==> src/rtl/execute_stage_md_pkg.sv <==
// execute_stage_md shared types: control bundle, ALU/M-op encodings,
// forwarding selects and the M-unit FSM states.
package execute_stage_md_pkg;

  typedef enum logic [2:0] {
    MD_MUL    = 3'd0,
    MD_MULH   = 3'd1,
    MD_MULHSU = 3'd2,
    MD_MULHU  = 3'd3,
    MD_DIV    = 3'd4,
    MD_DIVU   = 3'd5,
    MD_REM    = 3'd6,
    MD_REMU   = 3'd7
  } md_op_e;

  typedef enum logic [1:0] {
    IDLE = 2'd0,
    BUSY = 2'd1,
    DONE = 2'd2
  } md_state_e;

  typedef enum logic [3:0] {
    ALU_ADD  = 4'd0,
    ALU_SUB  = 4'd1,
    ALU_AND  = 4'd2,
    ALU_OR   = 4'd3,
    ALU_XOR  = 4'd4,
    ALU_SLL  = 4'd5,
    ALU_SRL  = 4'd6,
    ALU_SRA  = 4'd7,
    ALU_SLT  = 4'd8,
    ALU_SLTU = 4'd9
  } alu_op_e;

  typedef enum logic [1:0] {
    FWD_RF     = 2'd0,
    FWD_EX_MEM = 2'd1,
    FWD_MEM_WB = 2'd2
  } mux_control_type;

  typedef struct packed {
    alu_op_e ALUOp;
    logic    ALUSrc;
    logic    RegWrite;
    logic    MemWrite;
    logic    MemRead;
    logic    MemtoReg;
    logic    Branch;
  } control_type;

  // Sliced to XLEN by users.
  localparam logic [63:0] MD_DIV_ZERO_Q = '1;

endpackage

==> src/rtl/execute_stage_md_muldiv_unit.sv <==
// muldiv_unit: iterative RV32M unit, shift-add multiply and restoring
// divide on operand magnitudes with sign correction in DONE.
// Ports: clk, rst (async high), flush_i, start_i, op_i, a_i, b_i,
//        stall_o, busy_o, done_o, result_o.
// MD_FAST_MUL_EN: MUL* ops use a one-shot combinational multiply.
module muldiv_unit
  import execute_stage_md_pkg::*;
#(
  parameter int XLEN = 32
) (
  input  logic            clk,
  input  logic            rst,
  input  logic            flush_i,
  input  logic            start_i,
  input  md_op_e          op_i,
  input  logic [XLEN-1:0] a_i,
  input  logic [XLEN-1:0] b_i,
  output logic            stall_o,
  output logic            busy_o,
  output logic            done_o,
  output logic [XLEN-1:0] result_o
);

  localparam int CW = $clog2(XLEN);

  md_state_e         state_q;
  logic [CW-1:0]     cnt_q;
  logic [2*XLEN-1:0] p_q;
  logic [XLEN-1:0]   a_q;
  logic [XLEN-1:0]   b_q;
  md_op_e            op_q;
  logic              neg_a_q;
  logic              neg_b_q;

  logic            go;
  logic            sa, sb, na, nb;
  logic [XLEN-1:0] am, bm;

  assign go = start_i & ~flush_i & ~rst;

  // MUL low half is sign-agnostic, so it runs unsigned.
  assign sa = (op_i == MD_MULH) | (op_i == MD_MULHSU)
            | (op_i == MD_DIV)  | (op_i == MD_REM);
  assign sb = (op_i == MD_MULH) | (op_i == MD_DIV)
            | (op_i == MD_REM);
  assign na = sa & a_i[XLEN-1];
  assign nb = sb & b_i[XLEN-1];
  assign am = na ? -a_i : a_i;
  assign bm = nb ? -b_i : b_i;

`ifdef MD_FAST_MUL_EN
  logic [2*XLEN-1:0] fast_p;
  assign fast_p = {{XLEN{1'b0}}, am} * {{XLEN{1'b0}}, bm};
`endif

  // p_q: upper half = partial product / remainder,
  // lower half = multiplier / dividend-quotient.
  logic [XLEN:0]     msum, dtry, dsub;
  logic              dge;
  logic [2*XLEN-1:0] p_step;

  always_comb begin
    msum = {1'b0, p_q[2*XLEN-1:XLEN]}
         + {1'b0, (p_q[0] ? b_q : {XLEN{1'b0}})};
    dtry = {p_q[2*XLEN-1:XLEN], p_q[XLEN-1]};
    dge  = dtry >= {1'b0, b_q};
    dsub = dtry - {1'b0, b_q};
    if (op_q[2])
      p_step = {(dge ? dsub[XLEN-1:0] : dtry[XLEN-1:0]),
                p_q[XLEN-2:0], dge};
    else
      p_step = {msum, p_q[XLEN-1:1]};
  end

  always_ff @(posedge clk or posedge rst) begin
    if (rst) begin
      state_q <= IDLE;
      cnt_q   <= '0;
      p_q     <= '0;
      a_q     <= '0;
      b_q     <= '0;
      op_q    <= MD_MUL;
      neg_a_q <= 1'b0;
      neg_b_q <= 1'b0;
    end else if (flush_i) begin
      state_q <= IDLE;
    end else begin
      unique case (state_q)
        IDLE: begin
          if (go) begin
            a_q     <= a_i;
            b_q     <= bm;
            op_q    <= op_i;
            neg_a_q <= na;
            neg_b_q <= nb;
            cnt_q   <= CW'(XLEN-1);
            p_q     <= {{XLEN{1'b0}}, am};
            state_q <= BUSY;
`ifdef MD_FAST_MUL_EN
            if (!op_i[2]) begin
              p_q     <= fast_p;
              state_q <= DONE;
            end
`endif
          end
        end
        BUSY: begin
          p_q <= p_step;
          if (cnt_q == '0) state_q <= DONE;
          else             cnt_q   <= cnt_q - 1'b1;
        end
        DONE:    state_q <= IDLE;
        default: state_q <= IDLE;
      endcase
    end
  end

  logic [2*XLEN-1:0] prod;
  logic [XLEN-1:0]   quo, rem;
  logic              bz;

  always_comb begin
    prod = (neg_a_q ^ neg_b_q) ? -p_q : p_q;
    quo  = (neg_a_q ^ neg_b_q) ? -p_q[XLEN-1:0] : p_q[XLEN-1:0];
    rem  = neg_a_q ? -p_q[2*XLEN-1:XLEN] : p_q[2*XLEN-1:XLEN];
    bz   = b_q == '0;
    unique case (op_q)
      MD_MUL:               result_o = prod[XLEN-1:0];
      MD_DIV, MD_DIVU:      result_o = bz ? MD_DIV_ZERO_Q[XLEN-1:0] : quo;
      MD_REM, MD_REMU:      result_o = bz ? a_q : rem;
      default:              result_o = prod[2*XLEN-1:XLEN];
    endcase
  end

  assign stall_o = (state_q == BUSY) | ((state_q == IDLE) & go);
  assign busy_o  = state_q != IDLE;
  assign done_o  = (state_q == DONE) & ~flush_i;

endmodule

==> src/rtl/execute_stage_md.sv <==
// execute_stage_md: EX stage with forwarding, single-cycle ALU and an
// iterative M-extension unit that stalls the pipeline while busy.
// Ports: clk, rst, flush, pc, control_in, md_en, md_op, data1/2,
//        immediate_data, rd_in, rs1/2, downstream rd/RegWrite/forward
//        values -> control_out, ZeroFlag, alu_data, memory_data,
//        rd_out, pc_out, stall, md_busy.
// MD_FAST_MUL_EN: single-cycle-capture multiply for MUL* ops.
module execute_stage_md
  import execute_stage_md_pkg::*;
#(
  parameter int XLEN       = 32,
  parameter int REG_ADDR_W = 5
) (
  input  logic                  clk,
  input  logic                  rst,
  input  logic                  flush,
  input  logic [XLEN-1:0]       pc,
  input  control_type           control_in,
  input  logic                  md_en,
  input  logic [2:0]            md_op,
  input  logic [XLEN-1:0]       data1,
  input  logic [XLEN-1:0]       data2,
  input  logic [XLEN-1:0]       immediate_data,
  input  logic [REG_ADDR_W-1:0] rd_in,
  input  logic [REG_ADDR_W-1:0] rs1,
  input  logic [REG_ADDR_W-1:0] rs2,
  input  logic [REG_ADDR_W-1:0] ex_mem_rd,
  input  logic [REG_ADDR_W-1:0] mem_wb_rd,
  input  logic                  ex_mem_RegWrite,
  input  logic                  mem_wb_RegWrite,
  input  logic [XLEN-1:0]       forward_ex_mem,
  input  logic [XLEN-1:0]       forward_mem_wb,
  output control_type           control_out,
  output logic                  ZeroFlag,
  output logic [XLEN-1:0]       alu_data,
  output logic [XLEN-1:0]       memory_data,
  output logic [REG_ADDR_W-1:0] rd_out,
  output logic [XLEN-1:0]       pc_out,
  output logic                  stall,
  output logic                  md_busy
);

  localparam int SW = $clog2(XLEN);

  mux_control_type fa_sel, fb_sel;
  logic [XLEN-1:0] op_a, op_b_fwd, op_b;

  always_comb begin
    fa_sel = FWD_RF;
    if (ex_mem_RegWrite && ex_mem_rd != '0 && ex_mem_rd == rs1)
      fa_sel = FWD_EX_MEM;
    else if (mem_wb_RegWrite && mem_wb_rd != '0 && mem_wb_rd == rs1)
      fa_sel = FWD_MEM_WB;
    fb_sel = FWD_RF;
    if (ex_mem_RegWrite && ex_mem_rd != '0 && ex_mem_rd == rs2)
      fb_sel = FWD_EX_MEM;
    else if (mem_wb_RegWrite && mem_wb_rd != '0 && mem_wb_rd == rs2)
      fb_sel = FWD_MEM_WB;
  end

  always_comb begin
    unique case (fa_sel)
      FWD_EX_MEM: op_a = forward_ex_mem;
      FWD_MEM_WB: op_a = forward_mem_wb;
      default:    op_a = data1;
    endcase
    unique case (fb_sel)
      FWD_EX_MEM: op_b_fwd = forward_ex_mem;
      FWD_MEM_WB: op_b_fwd = forward_mem_wb;
      default:    op_b_fwd = data2;
    endcase
    op_b = control_in.ALUSrc ? immediate_data : op_b_fwd;
  end

  logic [XLEN-1:0] alu_res;
  logic [SW-1:0]   shamt;
  assign shamt = op_b[SW-1:0];

  always_comb begin
    unique case (control_in.ALUOp)
      ALU_ADD:  alu_res = op_a + op_b;
      ALU_SUB:  alu_res = op_a - op_b;
      ALU_AND:  alu_res = op_a & op_b;
      ALU_OR:   alu_res = op_a | op_b;
      ALU_XOR:  alu_res = op_a ^ op_b;
      ALU_SLL:  alu_res = op_a << shamt;
      ALU_SRL:  alu_res = op_a >> shamt;
      ALU_SRA:  alu_res = $signed(op_a) >>> shamt;
      ALU_SLT:  alu_res = {{(XLEN-1){1'b0}},
                           $signed(op_a) < $signed(op_b)};
      ALU_SLTU: alu_res = {{(XLEN-1){1'b0}}, op_a < op_b};
      default:  alu_res = op_a + op_b;
    endcase
  end

  logic            md_done;
  logic [XLEN-1:0] md_res;

  // M ops take the forwarded register operands, never the immediate.
  muldiv_unit #(.XLEN(XLEN)) u_md (
    .clk      (clk),
    .rst      (rst),
    .flush_i  (flush),
    .start_i  (md_en),
    .op_i     (md_op_e'(md_op)),
    .a_i      (op_a),
    .b_i      (op_b_fwd),
    .stall_o  (stall),
    .busy_o   (md_busy),
    .done_o   (md_done),
    .result_o (md_res)
  );

  assign alu_data    = md_done ? md_res : alu_res;
  assign ZeroFlag    = alu_data == '0;
  assign memory_data = op_b_fwd;
  assign rd_out      = rd_in;
  assign pc_out      = pc;

  // Bubble into EX/MEM while the M unit holds the stage.
  always_comb begin
    control_out = control_in;
    if (stall) begin
      control_out.RegWrite = 1'b0;
      control_out.MemWrite = 1'b0;
      control_out.MemRead  = 1'b0;
    end
  end

endmodule

==> config.mk <==
export PLATFORM = sky130hd
export DESIGN_NAME = execute_stage_md
export DESIGN_NICKNAME = d
export VERILOG_FILES = /design/src/rtl/execute_stage_md_pkg.sv /design/src/rtl/execute_stage_md_muldiv_unit.sv /design/src/rtl/execute_stage_md.sv
export SDC_FILE = /design/constraint.sdc
export NUM_CORES = 2
export LEC_CHECK = 0
export CELL_PAD_IN_SITES_DETAIL_PLACEMENT = 0
export CELL_PAD_IN_SITES_GLOBAL_PLACEMENT = 1
export CORE_MARGIN = 2
export CORE_UTILIZATION = 40
export CTS_BUF_LIST = sky130_fd_sc_hd__clkbuf_8
export CTS_CLUSTER_SIZE = 20
export DETAILED_ROUTE_END_ITERATION = 7
export MAX_ROUTING_LAYER = met4
export PLACE_DENSITY = 0.79
export REMOVE_ABC_BUFFERS = 1
export SLEW_MARGIN = 20
export SYNTH_ARGS = -nofsm -noshare
export SYNTH_HDL_FRONTEND = slang
export SYNTH_SLANG_ARGS = --single-unit
==> constraint.sdc <==
create_clock -name clk -period 24.4 [get_ports clk]
set_input_delay 3.66 -clock clk [delete_from_list [all_inputs] [get_ports clk]]
set_output_delay 3.66 -clock clk [all_outputs]
set_load 0.005 [all_outputs]
# --- Yosys cells after proc, flatten, opt, wreduce, memory -nomap -nowiden ---
# Index checks and enable logic that the tools add are counted.
classes:
  div_mod_pow: 0
  n_lt_le_gt_ge: 3
  reduce_logical: 21
  shifts: 3
  n_mux: 30
  multipliers: 0
  n_eq_ne: 31
  bitwise: 18
  add_sub_neg: 10
op_table:
  columns: ["cell", "n"]
  rows:
  - ["$mux W32", 10]
  - ["$pmux W32 S9", 1]
  - ["$mux W64", 3]
  - ["$neg A32 Y32", 4]
  - ["$pmux W32 S2", 2]
  - ["$pmux W64 S2", 1]
  - ["$pmux W32 S3", 1]
  - ["$logic_not A32 Y1", 2]
  - ["$lt A32 B32 Y1", 2]
  - ["$neg A64 Y64", 1]
  - ["$sub A32 B32 Y32", 2]
  - ["$add A32 B32 Y33", 1]
  - ["$ge A33 B32 Y1", 1]
  - ["$add A32 B32 Y32", 1]
  - ["$and A32 B32 Y32", 1]
  - ["$or A32 B32 Y32", 1]
  - ["$shl A32 B5 Y32", 1]
  - ["$shr A32 B5 Y32", 1]
  - ["$sshr A32 B5 Y32", 1]
  - ["$xor A32 B32 Y32", 1]
  - ["$eq A5 B5 Y1", 4]
  - ["$eq A3 B3 Y1 const B", 6]
  - ["$eq A4 B3 Y1 const B", 4]
  - ["$mux W2", 7]
  - ["other kinds (29)", 57]
totals:
  latchBits: 0
  input_bits: 236
  ramBits: 0
  register_bits: 140
  mem_count: 0
  wordCells: 124
  romBits: 0

# --- Logic depth before layout (Yosys ltp) ---
logic_depth:
  depth_word: 12
  depth_mapped: 29

# --- Hierarchy ---
# Synthesis repeated with hierarchy kept, for this count alone.
unflattened:
  hier_cells: 3928
  hier_area_um2: 26183.9
by_module_without_submodules:
  columns: ["module", "seq_area_each_um2", "instances", "cells_each", "area_each_um2"]
  rows:
  - ["muldiv_unit", 3503.4, 1, 1892, 13894.6]
  - ["execute_stage_md", 0.0, 1, 2036, 12289.3]

# --- Worst setup path after synthesis ---
# OpenSTA, ideal clock, no wires.
synth_path:
  path_type: "input port to output port"
  from: "in mem_wb_rd[4]"
  to: "out ZeroFlag"
  stages: 26
  n_path_buf: 4
  required_time_ns: 20.740
  arrival_ns: 9.937
  setup_slack_ns: 10.803
  cell_sequence: "xor2_1 or4b_2 nor2_1 buf_2 buf_1 clkbuf_1 mux2i_1 o21ai_0 nand2_1 nand2_1 ha_1 clkbuf_1 nor2b_1 o21ai_0 a21oi_1 a2111oi_0 o41ai_1 a21o_1 and3_1 o41ai_1 a221oi_1 o221ai_1 a32oi_1 nor4_1 nand3_1 nor4b_2"
synth_via:
  elab_chain_len: 12
synth_lines:
  columns: ["element", "line", "source"]
  rows:
  - ["start: declaration", "execute_stage_md.sv:28", "input logic [REG_ADDR_W-1:0] mem_wb_rd,"]
  - ["$reduce_bool A5 Y1", "execute_stage_md.sv:57", "else if (mem_wb_RegWrite && mem_wb_rd != '0 && mem_wb_rd == rs2)"]
  - ["$logic_and A1 B1 Y1", "execute_stage_md.sv:57", null]
  - ["$logic_and A1 B1 Y1 (*)", "execute_stage_md.sv:57", null]
  - ["$mux W2 (*)", "execute_stage_md.sv:57", null]
  - ["$mux W2 (*)", "execute_stage_md.sv:55", "if (ex_mem_RegWrite && ex_mem_rd != '0 && ex_mem_rd == rs2)"]
  - ["$eq A2 B2 Y1 / $eq A2 B1 Y1 (equally long branches)", "execute_stage_md.sv:67", "unique case (fb_sel)"]
  - ["$pmux W32 S2 (*)", "execute_stage_md.sv:67", null]
  - ["named net memory_data[8]", "execute_stage_md.sv:36", "output logic [XLEN-1:0] memory_data,"]
  - ["$mux W32 (*)", "execute_stage_md.sv:72", "op_b = control_in.ALUSrc ? immediate_data : op_b_fwd;"]
  - ["$lt A32 B32 Y1 (on tied branches)", "execute_stage_md.sv:91, execute_stage_md.sv:90", null]
  - ["$pmux W32 S9 (*)", "execute_stage_md.sv:80", "unique case (control_in.ALUOp)"]
  - ["$mux W32 (*)", "execute_stage_md.sv:114", "assign alu_data = md_done ? md_res : alu_res;"]
  - ["named net alu_data[0]", "execute_stage_md.sv:35", "output logic [XLEN-1:0] alu_data,"]
  - ["$logic_not A32 Y1 (*)", "execute_stage_md.sv:115", "assign ZeroFlag = alu_data == '0;"]
  - ["end: declaration", "execute_stage_md.sv:34", "output logic ZeroFlag,"]
# The timed path passes the listed nets; every way through them passes the cells marked *.

# --- Final worst setup path ---
layout_path:
  from: "in mem_wb_rd[4]"
  to: "out ZeroFlag"
layout_via:
  elab_chain_len: 12
layout_lines:
  columns: ["element", "line"]
  rows:
  - ["$reduce_bool A5 Y1", "execute_stage_md.sv:52, execute_stage_md.sv:57"]
  - ["$logic_and A1 B1 Y1", "execute_stage_md.sv:52, execute_stage_md.sv:57"]
  - ["$logic_and A1 B1 Y1", "execute_stage_md.sv:57"]
  - ["$mux W2", "execute_stage_md.sv:57"]
  - ["$mux W2", "execute_stage_md.sv:55"]
  - ["$eq A2 B2 Y1 / $eq A2 B1 Y1 (equally long branches)", "execute_stage_md.sv:67"]
  - ["$pmux W32 S2", "execute_stage_md.sv:67"]
  - ["$mux W32", "execute_stage_md.sv:72"]
  - ["$add A32 B32 Y32 (tied with other cells)", "execute_stage_md.sv:81, execute_stage_md.sv:92"]
  - ["$pmux W32 S9 (*)", "execute_stage_md.sv:80"]
  - ["$mux W32 (*)", "execute_stage_md.sv:114"]
  - ["$logic_not A32 Y1 (*)", "execute_stage_md.sv:115"]
# Mark *: on every way between the ends. The rest lies on a longest branch, timed or not.

==> impl_metrics.py <==
metrics = {
    "setup_path": {
        "crit_path_max_fanout": 29,
        "reg2reg_slack_ns": 18.60,
        "worst_ep_required_time_ns": 20.74,
        "r2r-start": "u_md.p_q[0]",
        "r2r-end": "u_md.p_q[60]",
        "endpoint_kind": "primary output",
        "reg2reg_depth": 17,
        "cp.arrival_ns": 12.42,
        "worstSetupPathType": "in2out",
        "crit_path_start_kind": "primary input",
    },
    "pwr": {
        "p_sw_uw": 1240,
        "seqPwrFrac_pct": 20.5,
        "ir_drop_mv": 0.05037,
        "pwr-share-comb_pct": 70.2,
        "power.leakage_uw": 0.01172,
        "power_density_nw_per_um2": 75.98,
        "p_int_uw": 993.9,
        "switching_share_pct": 55.51,
        "clkPwrFrac_pct": 9.3,
    },
    "global_routing": {
        "antenna_found_initial": 9,
        "grt_use_total_pct": 44.47,
        "grt_pass1_vias": 29680,
        "grt.overflow.total": 0,
        "grt_pass1_wl_mm": 212.4,
        "grt_max_degree": 97,
    },
    "clock_tree": {
        "cts_sinks": 140,
        "cts_resized": 0,
        "cts_tree": "done",
        "cts-root-buf": "clkbuf_8",
        "htree_levels": 4,
        "cts_setup_buffers": 0,
        "clk_pin_slew_worst_paths_ns": 0.07,
        "clk_latency_ns": 0.53,
        "cts_hold_buf": 0,
        "ctsLongestPathBuffers": 2,
        "cts-buffers-inserted": 17,
    },
    "synth": {
        "synth_edf_count": 0,
        "synth-seq-cells": 140,
        "synth_common_cells": "441 x nand2_1, 375 x o21ai_0, 314 x nor2_1",
        "netlist.area_leader.share_pct": 13.56,
        "synthMostInstantiatedCell": "nand2_1",
        "yosys-top-cells-area": "dfrtp_1 14%, ha_1 8.1%, o21ai_0 7.3%, nand2_1 6.4%, a21oi_1 5.2%",
        "synthArstFlopShare_pct": 100.0,
        "synth_cells": 3787,
        "seq_area_frac_synth_pct": 13.56,
        "yosysTopAreaCell": "dfrtp_1",
        "ys.flop_type": "dfrtp_1",
        "synth_area_um2": 25840,
        "synth_area_per_cell_um2": 6.822,
        "synth_cell_types": 102,
        "synth_warnings": 0,
    },
    "timing": {
        "finalSetupViolations": 0,
        "finalCritPeriodShare_pct": 65.91,
        "rsz0062_at_grt": "no",
        "relSlewSlack_pct": 15.01,
        "maxSlewViolCount": 0,
        "max_freq_mhz": 62.18,
        "worstMarginPinSlew_ns": 1.262,
        "hold_viol_final": 0,
        "finClkSkew_ns": 0.02610,
        "fin_tns_setup_ns": 0,
        "min_period_ns": 16.08,
    },
    "floorplan": {
        "start_util_pct": 40.30,
        "die-area_um2": 66640,
        "fp.dieH_um": 258.1,
        "num_rows": 93,
        "core_area_um2": 64120,
        "die_w_um": 258.1,
        "io_pins": 350,
    },
    "run": {
        "maxCapViolCount": 0,
    },
    "routing": {
        "wl_per_cell_um": 31.50,
        "drc": 0,
        "ant_nets": 0,
        "firstDrtPassIters": 7,
        "drt_iter0_markers": 4246,
        "via_per_inst": 6.796,
        "vias": 32070,
        "wl_mm": 148.6,
    },
    "worst_hold_path": {
        "min_path_type": "reg2reg",
        "hold_depth": 2,
        "hold_start": "u_md.a_q[23]",
        "whs_endpoint": "u_md.a_q[23]",
    },
    "placed_design": {
        "gp_congestion": 1.155,
        "dpl.hpwl_mm": 116.6,
        "placed_area_um2": 28960,
        "io_buffers": 271,
    },
    "layout": {
        "nets": 4248,
        "fillers": 6765,
        "syn2layout_area_growth_pct": 13.81,
        "final_cell_area_um2": 29400,
        "drive_above_1_share_pct": 6.592,
    },
    "status": {
        "run_status": "complete, no violations",
    },
}
==> per-layer routing <==
layer  global-route usage [%]  routed length (um)  share of wire (%)  vias up
li1                         -                   -                  -    14040
met1                    54.45               57380                 39    15180
met2                    64.37               62210                 42     2304
met3                    12.93               17860                 12      552
met4                    26.64               11190                7.5        0
met5                        -                   0                  0        -
==> power groups by stage <==
| stage | Clock (uW) | Combinational [uW] | Sequential, uW |
|---|---|---|---|
| floorplan | 0 | 1030 | 387 |
| global placement | 0 | 1520 | 453 |
| detailed placement | 0 | 1510 | 453 |
| CTS | 210 | 1520 | 448 |
| global route | 220 | 1690 | 459 |
| finish | 208 | 1570 | 457 |
==> flip-flops by register name (all words and copies together) (netlist names) <==
| signal | flops |
|---|---|
| u_md.a_q | 32 |
| u_md.b_q | 32 |
| u_md.cnt_q | 5 |
| u_md.neg_a_q | 1 |
| u_md.neg_b_q | 1 |
| u_md.op_q | 3 |
| u_md.p_q | 64 |
| u_md.state_q | 2 |
==> metrics by stage <==
stage	power [uW]	setup WS, ns	cells	utilization, %	hold WS (ns)
detailed placement	1962	8.528	4677	45.18	0.4700
global route	2372	8.108	4717	45.85	0.5161
global placement	1968	8.740	4677	45.17	0.4566
CTS	2178	8.475	4708	45.81	0.4895
finish	2234	8.317	4719	45.86	0.4893
floorplan	1415	9.895	3460	-	0.4447
==> worst max-delay path by stage <==
stage,cells after the start,end,startpoint,slack [ns]
finish,23,ZeroFlag,mem_wb_rd[4],8.32
global route,23,ZeroFlag,mem_wb_rd[4],8.11
CTS,23,ZeroFlag,mem_wb_rd[4],8.47
detailed placement,23,ZeroFlag,mem_wb_rd[4],8.53
global placement,23,ZeroFlag,mem_wb_rd[4],8.74
floorplan,20,ZeroFlag,rs1[4],9.89
==> final cells by class <==
class                   count  area (um^2)  share of cell area, %
diodes                     11        27.53                0.09361
repair buffers            362         3396                  11.55
well taps                 855         1070                  3.638
clock buffers              17        234.0                 0.7957
flip-flops and latches    140         3507                  11.93
multi-input cells        3147        20340                  69.18
clock inverters            14        172.7                 0.5872
inverters                 173        654.4                  2.225
==> placed cells by master, fill, tap and decap left out, drive strengths merged, types with 27 or more instances in the layout <==
cell           netlist  layout
o31ai               36      36
nand3              148     148
clkdlybuf4s50        0     271
nand2b              31      31
nor2               318     318
xnor2              143     143
nor3               112     112
buf                106      91
a2111oi             27      27
a211oi              43      43
a31oi               73      73
nor4                38      38
xor2                94      94
mux2i               77      77
inv                173     176
o21ai              426     426
and2                29      29
a21o                41      41
a221oi              48      48
o22ai               29      29
ha                 167     167
dfrtp              140     140
a21oi              272     272
nand2              441     441
o211ai              78      78
==> logic make-up after synthesis <==
family	share of synthesized area (%)
AO/OA/AOI/OAI	34.93
AND/OR/NAND/NOR	22.58
buffers and inverters	8.242
XOR/XNOR	8.034
adder cells (fa/ha/maj)	8.397
flip-flops	13.56
multiplexers	4.262
==> worst max-delay path, cell delays in order <==
cell and delay (ns):
clkdlybuf4s50_1 0.48, xor2_1 0.21, or4b_2 0.73, nor2_4 0.86, mux2i_1 0.18, o21ai_0 0.59
mux2_2 0.30, ha_1 0.30, o21bai_1 0.19, a21oi_1 0.21, a31oi_1 0.26, a2111oi_1 0.87
o32ai_1 0.25, xnor2_1 0.18, a221oi_1 0.32, nand4_1 0.14, o21ai_1 0.48, o2111ai_1 0.33
nor4_1 0.35, and4_1 0.41, nand3_1 0.21, nor4b_2 0.35, clkdlybuf4s50_1 0.55
No activity file was read; power rests on OpenSTA's default activity.
